## config.mk

```make
export PLATFORM = sky130hd
export DESIGN_NAME = tt_um_priority_irq_ctrl_flat
export DESIGN_NICKNAME = d
export VERILOG_FILES = /design/src/rtl/tt_um_priority_irq_ctrl_if.sv /design/src/rtl/tt_um_priority_irq_ctrl.sv /design/src/flat_wrapper.sv
export SDC_FILE = /design/constraint.sdc
export NUM_CORES = 1
export LEC_CHECK = 0
export ABC_CLOCK_PERIOD_IN_PS = 3730
export BUFFER_PORTS_ARGS = -buffer_cell sky130_fd_sc_hd__buf_2
export CELL_PAD_IN_SITES_DETAIL_PLACEMENT = 1
export CELL_PAD_IN_SITES_GLOBAL_PLACEMENT = 1
export CORE_ASPECT_RATIO = 1.75
export CORE_UTILIZATION = 42
export DETAILED_ROUTE_END_ITERATION = 10
export PLACE_DENSITY = 0.92
export SYNTH_ARGS = -nofsm -noshare
export SYNTH_HDL_FRONTEND = slang
export SYNTH_SLANG_ARGS = --single-unit
```

## constraint.sdc

```tcl
create_clock -name clk -period 3.73 [get_ports clk]
set_input_delay 1.119 -clock clk [delete_from_list [all_inputs] [get_ports clk]]
set_output_delay 1.119 -clock clk [all_outputs]
set_load 0.1 [all_outputs]
```

## src/rtl/tt_um_priority_irq_ctrl_if.sv

```systemverilog
// Pin bundle of the priority IRQ front end: request/control pins in, code and status pins out.
interface tt_um_priority_irq_ctrl_if;
  logic       ena;
  logic [7:0] ui_in;
  logic [7:0] uio_in;
  logic [7:0] uio_out;
  logic [7:0] uio_oe;
  logic [7:0] uo_out;

  modport master (output ena, ui_in, uio_in, input uio_out, uio_oe, uo_out);
  modport slave  (input ena, ui_in, uio_in, output uio_out, uio_oe, uo_out);
endinterface

```

## src/rtl/tt_um_priority_irq_ctrl.sv

```systemverilog
// Registered IRQ front end: sticky per-channel pending capture, masking, fixed-priority
// grant with ack handshake and a post-ack holdoff window.
module tt_um_priority_irq_chan (
  input  logic clk,
  input  logic rst_n,
  input  logic req,
  input  logic cap,
  input  logic prev_en,
  input  logic edge_mode,
  input  logic clr,
  input  logic clear_all,
  output logic pending,
  output logic ovf_hit
);
  logic req_prev, rise, set;

  assign rise    = req & ~req_prev;
  assign set     = cap & (edge_mode ? rise : req);
  // A repeat edge on a still-pending channel is lost unless the ack retires it this cycle.
  assign ovf_hit = cap & edge_mode & rise & pending & ~clr;

  always_ff @(posedge clk) begin
    if (!rst_n) begin
      pending  <= 1'b0;
      req_prev <= 1'b0;
    end else begin
      if (prev_en) req_prev <= req;
      if (clear_all) pending <= 1'b0;
      else           pending <= (pending & ~clr) | set;
    end
  end
endmodule

module tt_um_priority_irq_ctrl #(
  parameter int HOLDOFF = 2
) (
  input  logic                      clk,
  input  logic                      rst_n,
  tt_um_priority_irq_ctrl_if.slave  bus
);
  localparam int NUM_CH = 8;

  typedef enum logic [1:0] {IDLE, PRESENT, HOLD} state_t;

  state_t              state, state_nxt;
  logic [2:0]          sel, hi;
  logic [3:0]          cnt;
  logic [NUM_CH-1:0]   mask, pending, clr, ovf_hit, elig;
  logic                ovf, any_pend;
  logic                ack, mask_wr, clear_all, edge_mode;
  logic                unused_pins;

  assign ack         = bus.uio_in[4];
  assign mask_wr     = bus.uio_in[5];
  assign clear_all   = bus.uio_in[6];
  assign edge_mode   = bus.uio_in[7];
  assign unused_pins = ^{bus.ena, bus.uio_in[3:0]};

  assign elig = pending & ~mask;
  assign clr  = (state == PRESENT && ack) ? (NUM_CH'(1) << sel) : '0;

  genvar g;
  generate
    for (g = 0; g < NUM_CH; g++) begin : g_ch
      tt_um_priority_irq_chan u_ch (
        .clk       (clk),
        .rst_n     (rst_n),
        .req       (bus.ui_in[g]),
        .cap       (~mask_wr),
        .prev_en   (~mask_wr | clear_all),
        .edge_mode (edge_mode),
        .clr       (clr[g]),
        .clear_all (clear_all),
        .pending   (pending[g]),
        .ovf_hit   (ovf_hit[g])
      );
    end
  endgenerate

  always_comb begin
    hi = 3'd0;
    for (int i = 0; i < NUM_CH; i++)
      if (elig[i]) hi = 3'(i);
  end

  always_ff @(posedge clk) begin
    if (!rst_n) begin
      state    <= IDLE;
      sel      <= 3'd0;
      cnt      <= 4'd0;
      mask     <= '0;
      ovf      <= 1'b0;
      any_pend <= 1'b0;
    end else begin
      state    <= state_nxt;
      any_pend <= |pending;
      if (clear_all) begin
        ovf <= 1'b0;
        cnt <= 4'd0;
      end else begin
        if (|ovf_hit) ovf <= 1'b1;
        if (mask_wr) mask <= bus.ui_in;
        if (state == IDLE && |elig) sel <= hi;
        if (state == PRESENT && ack) cnt <= 4'(HOLDOFF);
        else if (state == HOLD)      cnt <= cnt - 4'd1;
      end
    end
  end

  always_comb begin
    state_nxt = state;
    unique case (state)
      IDLE:    if (|elig) state_nxt = PRESENT;
      PRESENT: if (ack)   state_nxt = (HOLDOFF == 0) ? IDLE : HOLD;
      HOLD:    if (cnt <= 4'd1) state_nxt = IDLE;
      default: state_nxt = IDLE;
    endcase
    if (clear_all) state_nxt = IDLE;
  end

  // Outputs decode registered state only; no input reaches a pin combinationally.
  always_comb begin
    bus.uo_out  = (state == PRESENT) ? {5'b0, sel} : 8'hF0;
    bus.uio_out = {4'h0, any_pend, state == HOLD, ovf, state == PRESENT};
    bus.uio_oe  = 8'h0F;
  end
endmodule

```

## src/flat_wrapper.sv

```systemverilog
// flat-port wrapper written by rule: the top's interface ports become plain ports
module tt_um_priority_irq_ctrl_flat 
#(
  parameter int HOLDOFF = 2
)
  (clk, rst_n, bus_ena, bus_ui_in, bus_uio_in, bus_uio_out, bus_uio_oe, bus_uo_out);
  tt_um_priority_irq_ctrl_if bus_i ();
  input  logic clk;
  input  logic rst_n;
  input wire logic [$bits(bus_i.ena)-1:0] bus_ena;
  input wire logic [$bits(bus_i.ui_in)-1:0] bus_ui_in;
  input wire logic [$bits(bus_i.uio_in)-1:0] bus_uio_in;
  output wire logic [$bits(bus_i.uio_out)-1:0] bus_uio_out;
  output wire logic [$bits(bus_i.uio_oe)-1:0] bus_uio_oe;
  output wire logic [$bits(bus_i.uo_out)-1:0] bus_uo_out;
  assign bus_i.ena = bus_ena;
  assign bus_i.ui_in = bus_ui_in;
  assign bus_i.uio_in = bus_uio_in;
  assign bus_uio_out = bus_i.uio_out;
  assign bus_uio_oe = bus_i.uio_oe;
  assign bus_uo_out = bus_i.uo_out;
  tt_um_priority_irq_ctrl #(.HOLDOFF(HOLDOFF)) u_core (.clk(clk), .rst_n(rst_n), .bus(bus_i));
endmodule
```

## Word-level counts from Yosys, hierarchy flattened

Cells that the tools add are included.
W data, S select, Z words.

| word-level totals | value |
|---|---|
| register bits after elaboration | 35 |
| bits of input ports | 19 |
| logic and storage cells | 145 |
| output and inout port bits | 24 |

| operators by class | value |
|---|---|
| bitwise operators | 79 |
| equality and inequality tests | 5 |
| add/subtract/negate cells | 1 |
| multiplexer cells | 23 |
| order comparisons | 1 |
| shift operators | 1 |
| reduce and logical (&&, ||, !) cells | 12 |

Operator list:

| operator | count |
|---|---|
| $and A1 B1 Y1 | 49 |
| $reduce_or A8 Y1 | 3 |
| $not A1 Y1 | 19 |
| $mux W8 | 2 |
| $mux W2 | 7 |
| $mux W3 | 4 |
| $mux W1 | 9 |
| $or A1 B1 Y1 | 9 |
| $and A8 B8 Y8 | 1 |
| $not A8 Y8 | 1 |
| $shl A1 B3 Y8 const A | 1 |
| $pmux W2 S3 | 1 |
| $le A4 B1 Y1 const B | 1 |
| $ne A2 B2 Y1 const B | 2 |
| $reduce_and A2 Y1 | 2 |
| $sub A4 B1 Y4 const B | 1 |
| $reduce_and A3 Y1 | 1 |
| $reduce_or A3 Y1 | 1 |
| $eq A2 B1 Y1 const B | 1 |
| $eq A2 B2 Y1 const B | 1 |
| $logic_and A1 B1 Y1 | 2 |
| $logic_not A2 Y1 | 1 |
| $ne A2 B1 Y1 const B | 1 |
| $reduce_bool A2 Y1 | 1 |
| $reduce_or A2 Y1 | 1 |

## Logic depth before layout (Yosys ltp)

| depth | value |
|---|---|
| word-level depth | 9 |
| gate-level depth with buffers | 6 |
| gate-level depth less buffers | 5 |

## Hierarchy

From an unflattened synthesis, not the netlist that was laid out.

| second synthesis, totals | value |
|---|---|
| cell total of the unflattened synthesis | 230 |
| area total of the unflattened synthesis | 1990.7 um^2 |

By module, submodules not included:

| module | cells each | seq. area each (um^2) | times used | area each (um^2) |
|---|---|---|---|---|
| tt_um_priority_irq_ctrl | 150 | 380.4 | 1 | 1199.9 |
| tt_um_priority_irq_chan | 10 | 40.0 | 8 | 98.8 |

## Worst setup path before layout

No wires, ideal clock.

| path | value |
|---|---|
| kind | flip-flop to output port |
| from | register u_core.state[0] |
| to | output port bus_uo_out[5] |
| arrival | 3324 ps |
| buffers on the path | 1 |
| data required time | 2611 ps |
| path slack | -713 ps |
| cell stages (with the launch flop) | 5 |
| path through | dfxtp_1 -> inv_1 -> nor2_1 -> inv_1 -> buf_4 |

| between the ends | value |
|---|---|
| cells in the longest elaborated chain, start to end | 2 |

RTL lines:

| what | RTL line | text |
|---|---|---|
| from (decl) | tt_um_priority_irq_ctrl.sv:45 | `state_t state, state_nxt;` |
| from (signal assigned) | tt_um_priority_irq_ctrl.sv:95 | `state <= state_nxt;` |
| $eq A2 B1 Y1 | -- |  |
| named net bus_uio_out[0] | flat_wrapper.sv:13 | `output wire logic [$bits(bus_i.uio_out)-1:0] bus_uio_out;` |
| $mux W8 | tt_um_priority_irq_ctrl.sv:123 | `bus.uo_out = (state == PRESENT) ? {5'b0, sel} : 8'hF0;` |
| to (decl) | flat_wrapper.sv:15 | `output wire logic [$bits(bus_i.uo_out)-1:0] bus_uo_out;` |

The timed path passes the listed nets, and every way through them passes these cells.

## Worst setup path after layout

| path | value |
|---|---|
| from | register u_core.state[0] |
| to | output port bus_uo_out[2] |

| between the ends | value |
|---|---|
| cells in the longest elaborated chain, start to end | 2 |

RTL lines:

| what | RTL line |
|---|---|
| $eq A2 B1 Y1 | tt_um_priority_irq_ctrl.sv:123 |
| $mux W8 | tt_um_priority_irq_ctrl.sv:123 |

Every way passes these cells.

==> key figures <==
Critical path
  • Worst R2R Setup Slack: 2000 ps
  • Family with the most delay on the worst path: flip-flops
  • Cell Chain, Critical Path: inv_1, nor2_2, and2_1, buf_2
  • Worst Setup End Kind: output pin
  • Setup crit start: u_core.state[0]
  • Reg-to-Reg Start: u_core.state[0]
  • WP buf/inv: 2
  • WP data arrival: 1960 ps
  • WP data required: 2610 ps
  • CP max FO: 14
  • R2R cell count: 4
  • Worst Path Class, Setup: register to output pin
  • RR Endpoint: u_core.ovf
  • Startpoint class of the critical path: register
  • Max stage delay on crit path: 640 ps
  • Critical path's slowest cell: dfxtp_1

Global route
  • Initial antenna violation count: 0
  • All-Layer GR Usage: 23.3%
  • Largest net degree at the start of global routing: 22
  • GRT Residual Overflow: 0
  • Global-route wire length before repair: 8400 µm
  • Vias in the first global route: 1,818

Power and ir drop
  • PwrDens: 438 nW/µm²
  • Lkg Pwr: 0.788 nW
  • Max IR drop VDD: 0.000348 V
  • Pwr Total: 0.000918 W

Synth
  • Synth Flop Type: dfxtp_1
  • Post-synth EDFFs: 0
  • Top post-synthesis cells by area: dfxtp_1 (36%), nand2_1 (9.6%), buf_4 (6.9%)
  • Distinct cells, synth: 46
  • Post-Synth Adder-Cell Area: 1.28%
  • Simple-Gate Fraction of Synth Area: 29.9%
  • Xor/xnor share of the synthesized area: 0.895%
  • Mux share of post-synthesis cell area: 1.60%
  • Most frequent cell after synthesis: nand2_1
  • Post-synthesis sequential area ratio: 35.8%
  • Synth area leader: dfxtp_1
  • Ys Warns: 0
  • Avg Inst Size Synth: 8.22 µm²
  • Async SR Flop Fraction: 0%
  • Post-synthesis cell area: 1960 µm²
  • Yosys top cell area share: 35.8%
  • Most frequent cells after synthesis: nand2_1 (50), dfxtp_1 (35), buf_4 (18)
  • Compound-gate portion of the synthesized area: 19.4%
  • Main combinational cell family by area after synthesis: simple AND/OR/NAND/NOR gates
  • Syn Inst Count: 238
  • Post-synthesis register bit count: 35

Clocking
  • CTS root buf: clkbuf_8
  • Htree depth: 2
  • Resized Gates After CTS: 0
  • Worst-Skew Late Latency: 300 ps
  • CTS Buf Count: 5
  • Setup bufs post-CTS: 0
  • Clock Path Buffers: 2
  • CTS clk-pin slew, worst paths: 70 ps
  • Sink Count: 35
  • Hold-fix buffers at CTS: 0
  • CTS tree: yes

Drt
  • Metal-1 WL: 1790 µm
  • Routed wl met3: 172 µm
  • Met2 WL: 2810 µm
  • Top routing layer in use: met4
  • Iter 0 DRT Violations: 34
  • Routed Antenna Nets: 0
  • Drt wl/cell: 16.1 µm
  • First-pass DRT Iterations: 4
  • Remaining DRCs: 0
  • Final WL: 4900 µm
  • DR vias/cell: 5.70
  • DR vias: 1,732

STA
  • Endpoints failing setup: 0
  • RSZ-0062 raised after global routing: no
  • Clock Skew: 9.00 ps
  • FMAX: 0.324 GHz
  • Hold violation count in the final report: 0
  • Worst slew margin: 53.6%
  • Final slew viol count: 0
  • Tcrit/Tclk final: 82.7%
  • Final worst-path setup slack: 647 ps
  • Sum Neg Setup Slack: 0 ps
  • Min cycle time layout: 3080 ps
  • Slew at the pin with the worst max-slew slack: 696 ps

Finish
  • Area grow syn2layout: 7.16%
  • FF/Latch Area: 701 µm²
  • Fin nets: 273
  • Filler cells: 574
  • Share of layout cells above drive strength 1: 17.4%
  • N_diodes: 0
  • Multi-input gate area: 1090 µm²
  • Design area: 2100 µm²

Floorplanning
  • Die width: 53.6 µm
  • # rows: 32
  • Area of the die: 4950 µm²
  • Starting Density: 44.0%
  • Die Y: 92.3 µm
  • Core area: 4440 µm²
  • I/O pins: 43

Placement
  • Placed Instance Area: 2000 µm²
  • Post-DP HPWL: 3770 µm
  • Port buffer count: 24
  • Pre-CTS setup slack: 975 ps
  • Placer Congestion: 0.804

Run
  • Max cap viols: 0

Worst hold path
  • Min-Delay Endpoint: u_core.g_ch[6].u_ch.req_prev
  • HP Class: register to register
  • Hold Startpoint: u_core.g_ch[6].u_ch.req_prev
  • Hold Path Cell Cnt: 2

Run status
  • Status: finished, final reports clean
## logic make-up (layout without fill, tap and decap cells)
logic type,after synthesis,count (layout)
AO/OA/AOI/OAI,53,53
adder cells (fa/ha/maj),2,2
buffers and inverters,34,38
other,2,13
flip-flops,35,35
AND/OR/NAND/NOR,107,107
multiplexers,3,3
XOR/XNOR,2,2
## layer usage
metal,vias up,global-route usage [%]
met5,-,0
met4,0,12.7
met3,11,3.45
met2,47,43.3
met1,854,22.8
li1,820,-
## sequential cells by signal, summed over array words and instances, names as in the netlist
signal                     count
u_core.any_pend                1
u_core.cnt                     4
u_core.g_ch.u_ch.pending       8
u_core.g_ch.u_ch.req_prev      8
u_core.mask                    8
u_core.ovf                     1
u_core.sel                     3
u_core.state                   2
## worst reg2reg max path, delay by kind of cell, from the launching register on
kind,cells,cell delay (ps)
flip-flops,1,640
AO/OA/AOI/OAI,2,310
AND/OR/NAND/NOR,1,410
buffers and inverters,1,230
## cell usage in the layout, fill, tap and decap left out, types with 2 or more instances in the layout
cell and instances:
nand2_1 50, dfxtp_1 35, buf_2 24, a21oi_1 13, conb_1 13, a21boi_1 11, nand2b_1 9, nor2_1 9
nand3_1 7, a21boi_0 7, clkbuf_8 7, inv_1 5, nor2b_1 5, a31oi_1 5, nand3b_1 4, o21ai_0 4
a32oi_1 3, nand4b_1 3, nor3_1 3, and2_1 3, nor2_2 2, nor3b_2 2, nor4_1 2, mux2i_1 2
o41ai_2 2, nor4b_1 2, xnor2_1 2, ha_1 2
## worst max path at each step
stage	end	slack (ps)	cells after the start
6_report	bus_uo_out[2]	650	4
2_1_floorplan	bus_uo_out[5]	50	4
5_1_grt	bus_uo_out[2]	500	4
3_3_place_gp	bus_uo_out[0]	1030	4
3_5_place_dp	bus_uo_out[2]	970	4
4_1_cts	bus_uo_out[2]	650	4
## stage by stage
stage	instances	hold WS, ps	util [%]
floorplan	249	430	-
global placement	296	445	44.9
detailed placement	296	456	44.9
CTS	304	469	47.2
global route	304	486	47.2
finish	304	465	47.2
## power by group
part	switching [W]	internal, W	total (W)
Combinational	0.000159	0.0000431	0.000202
Sequential	0.0000214	0.000391	0.000413
Clock	0.000135	0.000168	0.000303
Total	0.000315	0.000603	0.000918
## cell type report
cell class                      count  share of cell area (%)
Multi-Input combinational cell    180                    52.0
Sequential cell                    35                    33.4
Timing Repair Buffer               24                    5.73
Clock buffer                        8                    4.77
Tap cell                           51                    3.04
Inverter                            6                    1.07
(Power assumes the default switching activity.)
